$ cat src/rtl/score4_pkg.sv
// rtl/score4_pkg.sv - shared board geometry, cell encoding and placement FSM states
package score4_pkg;

  localparam int ROWS = 6;
  localparam int COLS = 7;

  typedef enum logic [1:0] {
    EMPTY = 2'b00,
    PL_A  = 2'b01,
    PL_B  = 2'b10
  } cell_t;

  typedef enum logic [2:0] {
    ST_IDLE  = 3'd0,
    ST_SCAN  = 3'd1,
    ST_FALL  = 3'd2,
    ST_WRITE = 3'd3,
    ST_DONE  = 3'd4
  } seq_state_t;

endpackage

$ cat src/rtl/column_scan.sv
// rtl/column_scan.sv - combinational lowest-free-row finder for one panel column
// panel cell (r,c) lives at bits [2*(r*COLS+c) +: 2]; row 0 is the top.
module column_scan #(
  parameter int ROWS = score4_pkg::ROWS,
  parameter int COLS = score4_pkg::COLS
) (
  input  logic [2*ROWS*COLS-1:0] panel,
  input  logic [2:0]             col,
  output logic [2:0]             target,
  output logic                   full
);
  import score4_pkg::*;

  logic [1:0] cells [ROWS];

  always_comb begin
    for (int r = 0; r < ROWS; r++) begin
      cells[r] = 2'b00;
      for (int c = 0; c < COLS; c++) begin
        if (col == 3'(c)) cells[r] = panel[2*(r*COLS+c) +: 2];
      end
    end
    // Later (lower) rows overwrite earlier hits, leaving the bottom-most empty cell.
    target = 3'd0;
    for (int r = 0; r < ROWS; r++) begin
      if (cells[r] == EMPTY) target = 3'(r);
    end
    full = (cells[0] != EMPTY);
  end

endmodule

$ cat src/rtl/drop_sequencer.sv
// rtl/drop_sequencer.sv - accepts a column/player request, animates the falling piece, writes the panel
module drop_sequencer #(
  parameter int ROWS        = score4_pkg::ROWS,
  parameter int COLS        = score4_pkg::COLS,
  parameter int FALL_FRAMES = 4
) (
  input  logic                   clk,
  input  logic                   rst,
  input  logic                   frame_tick,
  input  logic                   req_valid,
  input  logic [2:0]             req_col,
  input  logic                   req_player,
  output logic                   req_ready,
  input  logic [2*ROWS*COLS-1:0] panel,
  output logic                   anim_active,
  output logic [2:0]             anim_row,
  output logic [2:0]             anim_col,
  output logic                   anim_player,
  output logic                   wr_en,
  output logic [2:0]             wr_row,
  output logic [2:0]             wr_col,
  output logic [1:0]             wr_val,
  output logic                   done,
  output logic                   invalid
);
  import score4_pkg::*;

  localparam int                CNT_W     = (FALL_FRAMES > 1) ? $clog2(FALL_FRAMES) : 1;
  localparam logic [CNT_W-1:0]  CNT_LAST  = CNT_W'(FALL_FRAMES - 1);
  localparam logic [CNT_W-1:0]  CNT_ONE   = CNT_W'(1);
  localparam logic [3:0]        COL_LIMIT = 4'(COLS);

  seq_state_t       state;
  logic [2:0]       col_q;
  logic [2:0]       target_q;
  logic             player_q;
  logic             bad_col_q;
  logic [CNT_W-1:0] cnt;
  logic [2:0]       scan_target;
  logic             scan_full;

  column_scan #(
    .ROWS (ROWS),
    .COLS (COLS)
  ) u_column_scan (
    .panel  (panel),
    .col    (col_q),
    .target (scan_target),
    .full   (scan_full)
  );

  assign req_ready = (state == ST_IDLE);
  // Out-of-range columns report one cycle after accept; full columns report during SCAN.
  assign invalid   = bad_col_q | ((state == ST_SCAN) & scan_full);

  always_ff @(posedge clk) begin
    if (!rst) begin
      state       <= ST_IDLE;
      col_q       <= 3'd0;
      target_q    <= 3'd0;
      player_q    <= 1'b0;
      bad_col_q   <= 1'b0;
      cnt         <= '0;
      anim_active <= 1'b0;
      anim_row    <= 3'd0;
      anim_col    <= 3'd0;
      anim_player <= 1'b0;
      wr_en       <= 1'b0;
      wr_row      <= 3'd0;
      wr_col      <= 3'd0;
      wr_val      <= 2'b00;
      done        <= 1'b0;
    end else begin
      bad_col_q <= 1'b0;
      wr_en     <= 1'b0;
      done      <= 1'b0;
      case (state)
        ST_IDLE: begin
          if (req_valid) begin
            col_q    <= req_col;
            player_q <= req_player;
            if ({1'b0, req_col} >= COL_LIMIT) bad_col_q <= 1'b1;
            else                              state     <= ST_SCAN;
          end
        end
        ST_SCAN: begin
          if (scan_full) begin
            state <= ST_IDLE;
          end else begin
            target_q    <= scan_target;
            anim_row    <= 3'd0;
            anim_col    <= col_q;
            anim_player <= player_q;
            anim_active <= 1'b1;
            cnt         <= '0;
            state       <= ST_FALL;
          end
        end
        ST_FALL: begin
          // Each row is held for FALL_FRAMES ticks; the last tick on the target row ends the fall.
          if (frame_tick) begin
            if (cnt == CNT_LAST) begin
              cnt <= '0;
              if (anim_row == target_q) begin
                anim_active <= 1'b0;
                wr_en       <= 1'b1;
                wr_row      <= target_q;
                wr_col      <= col_q;
                wr_val      <= player_q ? PL_B : PL_A;
                state       <= ST_WRITE;
              end else begin
                anim_row <= anim_row + 3'd1;
              end
            end else begin
              cnt <= cnt + CNT_ONE;
            end
          end
        end
        ST_WRITE: begin
          done  <= 1'b1;
          state <= ST_DONE;
        end
        ST_DONE: begin
          state <= ST_IDLE;
        end
        default: begin
          state <= ST_IDLE;
        end
      endcase
    end
  end

endmodule
$ cat config.mk
export PLATFORM = sky130hd
export DESIGN_NAME = drop_sequencer
export DESIGN_NICKNAME = d
export VERILOG_FILES = /design/src/rtl/score4_pkg.sv /design/src/rtl/column_scan.sv /design/src/rtl/drop_sequencer.sv
export SDC_FILE = /design/constraint.sdc
export NUM_CORES = 1
export LEC_CHECK = 0
export CAP_MARGIN = 10
export CORE_ASPECT_RATIO = 1.4
export CORE_MARGIN = 10
export CORE_UTILIZATION = 30
export CTS_BUF_LIST = sky130_fd_sc_hd__clkbuf_2 sky130_fd_sc_hd__clkbuf_4 sky130_fd_sc_hd__clkbuf_8
export CTS_CLUSTER_SIZE = 24
export DETAILED_ROUTE_END_ITERATION = 16
export GPL_TIMING_DRIVEN = 0
export PLACE_DENSITY = 0.72
export SLEW_MARGIN = 20
export SYNTH_ARGS = -nofsm -noshare
export SYNTH_HDL_FRONTEND = slang
export SYNTH_HIERARCHICAL = 1
export SYNTH_SLANG_ARGS = --single-unit
export TNS_END_PERCENT = 50
$ cat constraint.sdc
create_clock -name clk -period 7.1 [get_ports clk]
set_clock_uncertainty 0.2 [all_clocks]
set_input_delay 1.42 -clock clk [delete_from_list [all_inputs] [get_ports clk]]
set_output_delay 1.42 -clock clk [all_outputs]
set_load 0.01 [all_outputs]
# Word level (Yosys, flattened, before mapping)
# Cells that the tools add are included.
dict set report word_totals {
  output_inout_bits 20
  ff_bits 31
  elab_cells 129
  inputBits 92
}
dict set report op_classes {
  n_addsub 2
  order_cmp 1
  n_eq_ne 18
  n_reduce_logical 18
  bitwise 3
  mux 72
}
# cell count
set op_table {}
lappend op_table {{$mux 2} 49}
lappend op_table {{$mux 3} 11}
lappend op_table {{$reduce_and 5->1} 3}
lappend op_table {{$ne 2x2->1 const B} 7}
lappend op_table {{$eq 3x2->1 const B} 4}
lappend op_table {{$pmux 3 s4} 1}
lappend op_table {{$logic_not 2->1} 5}
lappend op_table {{$eq 3x3->1 const B} 3}
lappend op_table {{$mux 1} 8}
lappend op_table {{$reduce_and 4->1} 2}
lappend op_table {{$eq 3x1->1 const B} 2}
lappend op_table {{$logic_not 3->1} 2}
lappend op_table {{$pmux 3 s2} 1}
lappend op_table {{$reduce_and 3->1} 2}
lappend op_table {{$pmux 2 s2} 1}
lappend op_table {{$reduce_and 2->1} 2}
lappend op_table {{$reduce_bool 2->1} 2}
lappend op_table {{$add 3x1->3 const B} 1}
lappend op_table {{$eq 3x3->1} 1}
lappend op_table {{$ge 3x3->1 const B} 1}
lappend op_table {{$add 2x1->2 const B} 1}
lappend op_table {{$eq 2x2->1 const B} 1}
lappend op_table {{$pmux 1 s2} 1}
lappend op_table {{$and 1x1->1} 1}
lappend op_table {{2 further kinds} 2}

# Logic depth before layout (Yosys ltp)
# Gate-level depths: netlist of run 1.
dict set report depth {
  word_depth 14
  depth_mapped 11
  ltp_nobuf 9
}

# Hierarchy
# The synthesis of run 1 kept the hierarchy.
# mod n_inst cells_each area_per_inst_um2 seq_area_each_um2
set modules_own_cells {}
lappend modules_own_cells {drop_sequencer 1 142 1315.0 620.6}
lappend modules_own_cells {column_scan 1 101 586.8 0.0}

# Worst setup path after synthesis of run 1
# OpenSTA, ideal clock, no wires.
dict set report synth_timing {
  kind {input -> output}
  start {input panel[4]}
  end {output invalid}
  n_path_buf 0
  arrival_time_ns 2.325
  cell_stages 6
  required_ns 5.480
  setup_slack_ns 3.155
  path_cell_list {nor2_1 > a21oi_1 > and3_1 > o22ai_1 > a21oi_1 > a31o_2}
}
dict set report synth_via {
  elab_chain_len 8
}
# element line
set synth_lines {}
lappend synth_lines {{start, declared} drop_sequencer.sv:14} ;# input logic [2*ROWS*COLS-1:0] panel,
lappend synth_lines {{$mux 2 (5 in a row)} column_scan.sv:20} ;# if (col == 3'(c)) cells[r] = panel[2*(r*COLS+c) +: 2];
lappend synth_lines {{$reduce_bool 2->1} column_scan.sv:28} ;# full = (cells[0] != EMPTY);
lappend synth_lines {{named net scan_full} drop_sequencer.sv:40} ;# logic scan_full;
lappend synth_lines {{$and 1x1->1} drop_sequencer.sv:54} ;# assign invalid = bad_col_q | ((state == ST_SCAN) & scan_full);
lappend synth_lines {{$or 1x1->1} drop_sequencer.sv:54}
lappend synth_lines {{end, declared} drop_sequencer.sv:24} ;# output logic invalid
# The timed path passes the listed nets, and every way through them passes these cells.

# Final worst setup path of run 1
dict set report layout_timing {
  start {input panel[2]}
  end {output invalid}
}
dict set report layout_via {
  elab_chain_len 9
}
# element line
set layout_lines {}
lappend layout_lines {{$mux 2 (6 in a row)} column_scan.sv:20}
lappend layout_lines {{$reduce_bool 2->1} column_scan.sv:28}
lappend layout_lines {{named net scan_full} drop_sequencer.sv:40}
lappend layout_lines {{$and 1x1->1} drop_sequencer.sv:54}
lappend layout_lines {{$or 1x1->1} drop_sequencer.sv:54}
# The timed path passes the listed nets, and every way through them passes these cells.

==> results of run 1 <==
-- final cells by class --
class / count / area [um2] / area share [%]
Buffer: 14 / 85.08 / 2.642
Clock buffer: 6 / 82.58 / 2.564
Clock inverter: 2 / 35.03 / 1.088
Inverter: 3 / 11.26 / 0.3497
Multi-Input combinational cell: 195 / 1185 / 36.79
Sequential cell: 31 / 620.6 / 19.27
Tap cell: 72 / 90.09 / 2.797
Timing Repair Buffer: 111 / 1111 / 34.50
-- synth_stat cells, types with 2 or more instances --
cell type  instances
nor3_1            11
buf_2              5
o21bai_1           4
mux2i_1           14
and2_1             3
o22ai_1            5
xor2_1             3
clkbuf_1           3
o32ai_1            2
nand3_1            4
nand2b_1           5
nor2_1            43
buf_1              2
nand3b_1           3
a211oi_1           4
ha_1               2
a211o_1            2
o21ai_0            5
a32oi_1            2
o2111ai_1          2
and3_1             4
dfxtp_1           31
inv_1              2
nand2_1           37
buf_6              3
a21oi_1           19
-- flip-flops by register name, indices dropped and copies added (netlist names) --
register     cells
player_q         1
wr_row           3
cnt              2
state            3
done             1
anim_active      1
target_q         3
anim_col         3
anim_player      1
bad_col_q        1
col_q            3
wr_en            1
wr_col           3
anim_row         3
wr_val           2
-- layer usage --
metal	up-vias	global-route usage, %	share of wire, %
li1	1100	-	-
met1	964	15.27	40
met2	105	23.98	48
met3	8	5.342	11
met4	0	4.371	1.4
met5	-	0	0
-- metrics by stage --
stage | util [%] | worst slack, ns
after floorplan | - | 3.155
after global placement | 49.96 | 2.035
after detailed placement | 49.96 | 2.018
after CTS | 51.85 | 2.012
after global routing | 51.85 | 1.850
final | 51.85 | 2.042
-- worst max-delay path by stage --
stage	startpoint	to	slack (ns)	cells past startpoint
after floorplan	panel[4]	invalid	3.16	6
after global placement	panel[4]	invalid	2.03	8
after detailed placement	panel[5]	invalid	2.02	8
after CTS	panel[2]	invalid	2.01	8
after global routing	panel[3]	invalid	1.85	8
final	panel[2]	invalid	2.04	8
-- where the power goes --
part	internal, W	total (W)	switching (W)	leakage (nW)
registers	0.000178	0.000182	0.00000388	0.251
clock network	0.000113	0.000179	0.0000660	0.0612
logic	0.0000777	0.000131	0.0000529	0.863
-- tightest hold or removal path, stage by stage (launching register included) --
cell,delay (ns)
dfxtp_1,0.31
nand2_1,0.05
mux2i_1,0.05
-- kinds of logic (layout without fill, tap and decap cells) --
kind of cell | after synthesis | after routing | share of synthesized area [%]
AND/OR/NAND/NOR | 118 | 118 | 29.80
AO/OA/AOI/OAI | 57 | 57 | 21.25
flip-flops | 31 | 31 | 32.63
buffers and inverters | 17 | 136 | 5.066
multiplexers | 15 | 15 | 8.552
XOR/XNOR | 3 | 3 | 1.382
adder cells (fa/ha/maj) | 2 | 2 | 1.316
==> impl_metrics.ini, run 1 <==
[routing]
vias = 2177
via_per_inst = 5.016
wirelength_um = 7130
drc = 0
post_drt_wl_per_cell_um = 16.43
ant_nets = 0
drt_iter0_drc = 42
firstDrtPassIters = 5

[worst_setup_path]
worst-path-max-fanout = 4
r2r_end = cnt[0]
critical_path_arrival_ns = 3.44
regToRegSetupSlack_ns = 4.16
crit_chain = clkdlybuf4s50_1, nor2_1, o21ai_0, and3_1, o22ai_1, a21oi_1, a31o_2, clkdlybuf4s50_1
slowest_stage = clkdlybuf4s50_1
cp.required_ns = 5.48
r2r_start = col_q[0]
cpMostUsedCell = clkdlybuf4s50_1
ff2ff_path_depth = 10
end_kind = primary output
setup.worst_path.start_class = input port
crit_buf_inv = 2
cp_slowest_stage_delay_ns = 0.54
path_class = in2out
cp_top_family = buffers and inverters

[logic_synthesis]
syn_area_per_cell_um2 = 7.826
yosysTopAreaCellShare_pct = 32.63
synth_edf_count = 0
yosysWarnings = 6
async_reset_ff_share_pct = 0
synth.ff_latch_count = 31
synth_top_cells_by_area = dfxtp_1, nor2_1, mux2i_1
yosysTopAreaCell = dfxtp_1
synth_nets = 337
netlist_area_mm2 = 0.001902
synthCells = 243
ys_dominant_reg_cell = dfxtp_1
ys_seq_area_share_pct = 32.63
synth_cell_types = 49

[finish]
nFillCells = 587
finish.instance_area_mm2 = 0.003221
drive_gt1_share_pct = 7.459
finalNonFillerCells = 434
final_cell_mix = clkdlybuf4s50_1, nor2_1, nand2_1
nets = 455
antennaDiodeCount = 0
area_growth_pct = 69.34
final_common_cell = clkdlybuf4s50_1

[sta]
finalMaxSlewViolations = 0
slew_headroom_pct = 61.17
max_freq_mhz = 197.7
setup_tns_ns = 0
final_hold_viol_count = 0
setup_viol = 0
tightest_slew_ns = 0.5800
rsz0062_at_grt = false
finalCritPeriodShare_pct = 71.25
fin_crit_ns = 5.058
worst_hold_slack_ns = 0.2604

[clock_tree]
cts_buffer_depth = 2
post_cts_buffers = 0
clockRootBuffer = clkbuf_8
clkTransAtPathRegs_ns = 0.06
htree_levels = 2
cts_tree = done
cts_buffers = 5
hold_buffers = 0
post_cts_resize_count = 0
cts_num_sinks = 31
clk_latency_ns = 0.28

[global_route]
grt_pass1_wl_um = 11350
grt_max_degree = 11
antenna_found_initial = 0
grt-ovfl-total = 0
grt_use_total_pct = 13.96
grt_pass1_vias = 2268

[place]
dp_cells = 426
io_buffer_count = 111
finalWeightedCongestion = 0.7957
place_hpwl_um = 5819
place_area_mm2 = 0.003103

[floorplan]
start_util_pct = 30.62
io_pins = 112
coreArea_mm2 = 0.006211
die_w_um = 87.29
die_area_mm2 = 0.009969
fp.dieH_um = 114.2
core.rowCount = 34

[pwr]
p_total_w = 0.0004919
peakVddDrop_uv = 132.3
p_leak_nw = 1.175
power_density_mw_per_mm2 = 152.7

[worst_hold_path]
min_path_cells = 2
hold_start = wr_val[1]
hp-class = reg2reg
hold_end = wr_val[1]

[run_status]
status = finished, final reports clean

[job]
maxCapViolations = 0
(Power assumes the default switching activity.)
==> run 2, diff against run 1 <==
Clock period 7.1 ns to 4.9 ns, I/O delays scaled along.
==> results of run 2 <==
The final DEF is identical to that of run 1. Status: finished, final reports clean.
Main changes from that run: setup slack after placement 2.018 ns -> 0.6975 ns; setup slack after layout 2.042 ns -> 0.7215 ns; register-to-register setup slack 4.16 ns -> 1.96 ns; total power 0.0004919 W -> 0.0007127 W; worst IR drop on VDD 132.3 uV -> 191.7 uV
==> run 3, diff against run 2 <==
Settings changed: CTS_BUF_LIST sky130_fd_sc_hd__clkbuf_2 sky130_fd_sc_hd__clkbuf_4 sky130_fd_sc_hd__clkbuf_8 to sky130_fd_sc_hd__clkbuf_2.
==> run 3 against run 2 <==
Compared with the run above:
- sequential power is essentially flat
- flip-flop and latch count is the same
- largest power group unchanged
- utilization shrank 0.87 points
- sequential share of layout area grew 0.33 points
==> impl_metrics.ini, run 3 (synthesis results as in run 1) <==
[clock_tree]
hold_buffers = 0
htree_levels = 2
post_cts_buffers = 0
cts_buffer_depth = 2
cts_buffers = 5
clk_latency_ns = 0.37
clockRootBuffer = clkbuf_2
cts_tree = done
cts_num_sinks = 31
clkTransAtPathRegs_ns = 0.16
post_cts_resize_count = 0

[place]
place_hpwl_um = 5819
dp_cells = 426
finalWeightedCongestion = 0.7957
io_buffer_count = 111

[pwr]
p_leak_nw = 1.154
peakVddDrop_uv = 189.5
power_density_mw_per_mm2 = 198.8

[global_route]
grt_use_total_pct = 13.95
top_usage_layer = met2
antenna_found_initial = 0
met2_usage_pct = 23.69
grt_pass1_vias = 2279
grt-ovfl-total = 0
grt_use_met1_pct = 15.23
grt_pass1_wl_um = 11340
use_met3_pct = 5.128
grt_max_degree = 11

[finish]
nets = 455
final_cell_mix = clkdlybuf4s50_1, nor2_1, nand2_1
utilization_pct = 50.99
area_growth_pct = 66.51
final_common_cell = clkdlybuf4s50_1
finalNonFillerCells = 434
drive_gt1_share_pct = 7.182
antennaDiodeCount = 0

[worst_setup_path]
worst-path-max-fanout = 4
path_class = in2out
cp.required_ns = 3.72
setup.worst_path.start_class = input port
critical_path_arrival_ns = 3.00
end_kind = primary output

[worst_hold_path]
hp-class = reg2reg

[routing]
firstDrtPassIters = 4
wirelength_um = 7143
drc = 0
vias = 2162
ant_nets = 0
drt_iter0_drc = 32
post_drt_wl_per_cell_um = 16.46
via_per_inst = 4.982

[sta]
slew_headroom_pct = 61.85
finalCritPeriodShare_pct = 85.28
finalMaxSlewViolations = 0
rsz0062_at_grt = false
final_hold_viol_count = 0
setup_viol = 0
max_freq_mhz = 239.3
tightest_slew_ns = 0.5698
setup_tns_ns = 0
fin_crit_ns = 4.179

[job]
maxCapViolations = 0

[floorplan]
start_util_pct = 30.62
core.rowCount = 34
die_w_um = 87.29
coreArea_mm2 = 0.006211
die_area_mm2 = 0.009969
fp.dieH_um = 114.2
io_pins = 112

[run_status]
status = finished, final reports clean
-- run 3: cell count changes in the layout (fill, tap and decap cells not counted), sizes merged --
cell / previous run / this run
clkbuf: 9 / 8
clkinv: 1 / 2
-- run 3: critical path, cell delays in order --
cell and delay (ns):
clkdlybuf4s50_1 0.45, nor2_1 0.04, o21ai_0 0.12, and3_1 0.17, o22ai_1 0.08, a21oi_1 0.37
a31o_2 0.23, clkdlybuf4s50_1 0.54
-- run 3: final timing paths --
path	startpoint	end	slack [ns]	cells after the start
worst max-delay path	panel[2]	invalid	0.72	8
worst min-delay path	wr_val[1]	wr_val[1]	0.27	2
worst max register to register	col_q[0]	cnt[0]	1.95	10
worst min register to register	wr_val[1]	wr_val[1]	0.27	2
-- run 3: through the flow --
| stage | cell area [um2] | hold slack (ns) | worst slack, ns | power (W) |
|---|---|---|---|---|
| 2_1_floorplan | 1902 | 0.2523 | 1.835 | 0.0003564 |
| 3_3_place_gp | 3103 | 0.2447 | 0.7148 | 0.0004575 |
| 3_5_place_dp | 3103 | 0.2481 | 0.6975 | 0.0004594 |
| 4_1_cts | 3167 | 0.2737 | 0.6923 | 0.0006349 |
| 5_1_grt | 3167 | 0.2921 | 0.5299 | 0.0006628 |
| 6_report | 3167 | 0.2718 | 0.7213 | 0.0006295 |
-- run 3: area by class of cell --
| type | count | area (um2) |
|---|---|---|
| fill | 598 | 3044 |
| multi-input combinational | 195 | 1185 |
| timing repair buffer | 111 | 1111 |
| sequential | 31 | 620.6 |
| tap | 72 | 90.09 |
| buffer | 14 | 85.08 |
| clock inverter | 3 | 38.79 |
| clock buffer | 5 | 25.02 |
| inverter | 3 | 11.26 |
-- run 3: per-layer routing --
metal / wire, um / vias up
met5: 0 / -
met2: 3381 / 96
met4: 155 / 0
li1: - / 1099
met1: 2869 / 955
met3: 737 / 12
-- run 3: report_power, final --
part	switching [W]	internal, W
Sequential	0.00000574	0.000258
Clock	0.0000925	0.0000840
Combinational	0.0000766	0.000113
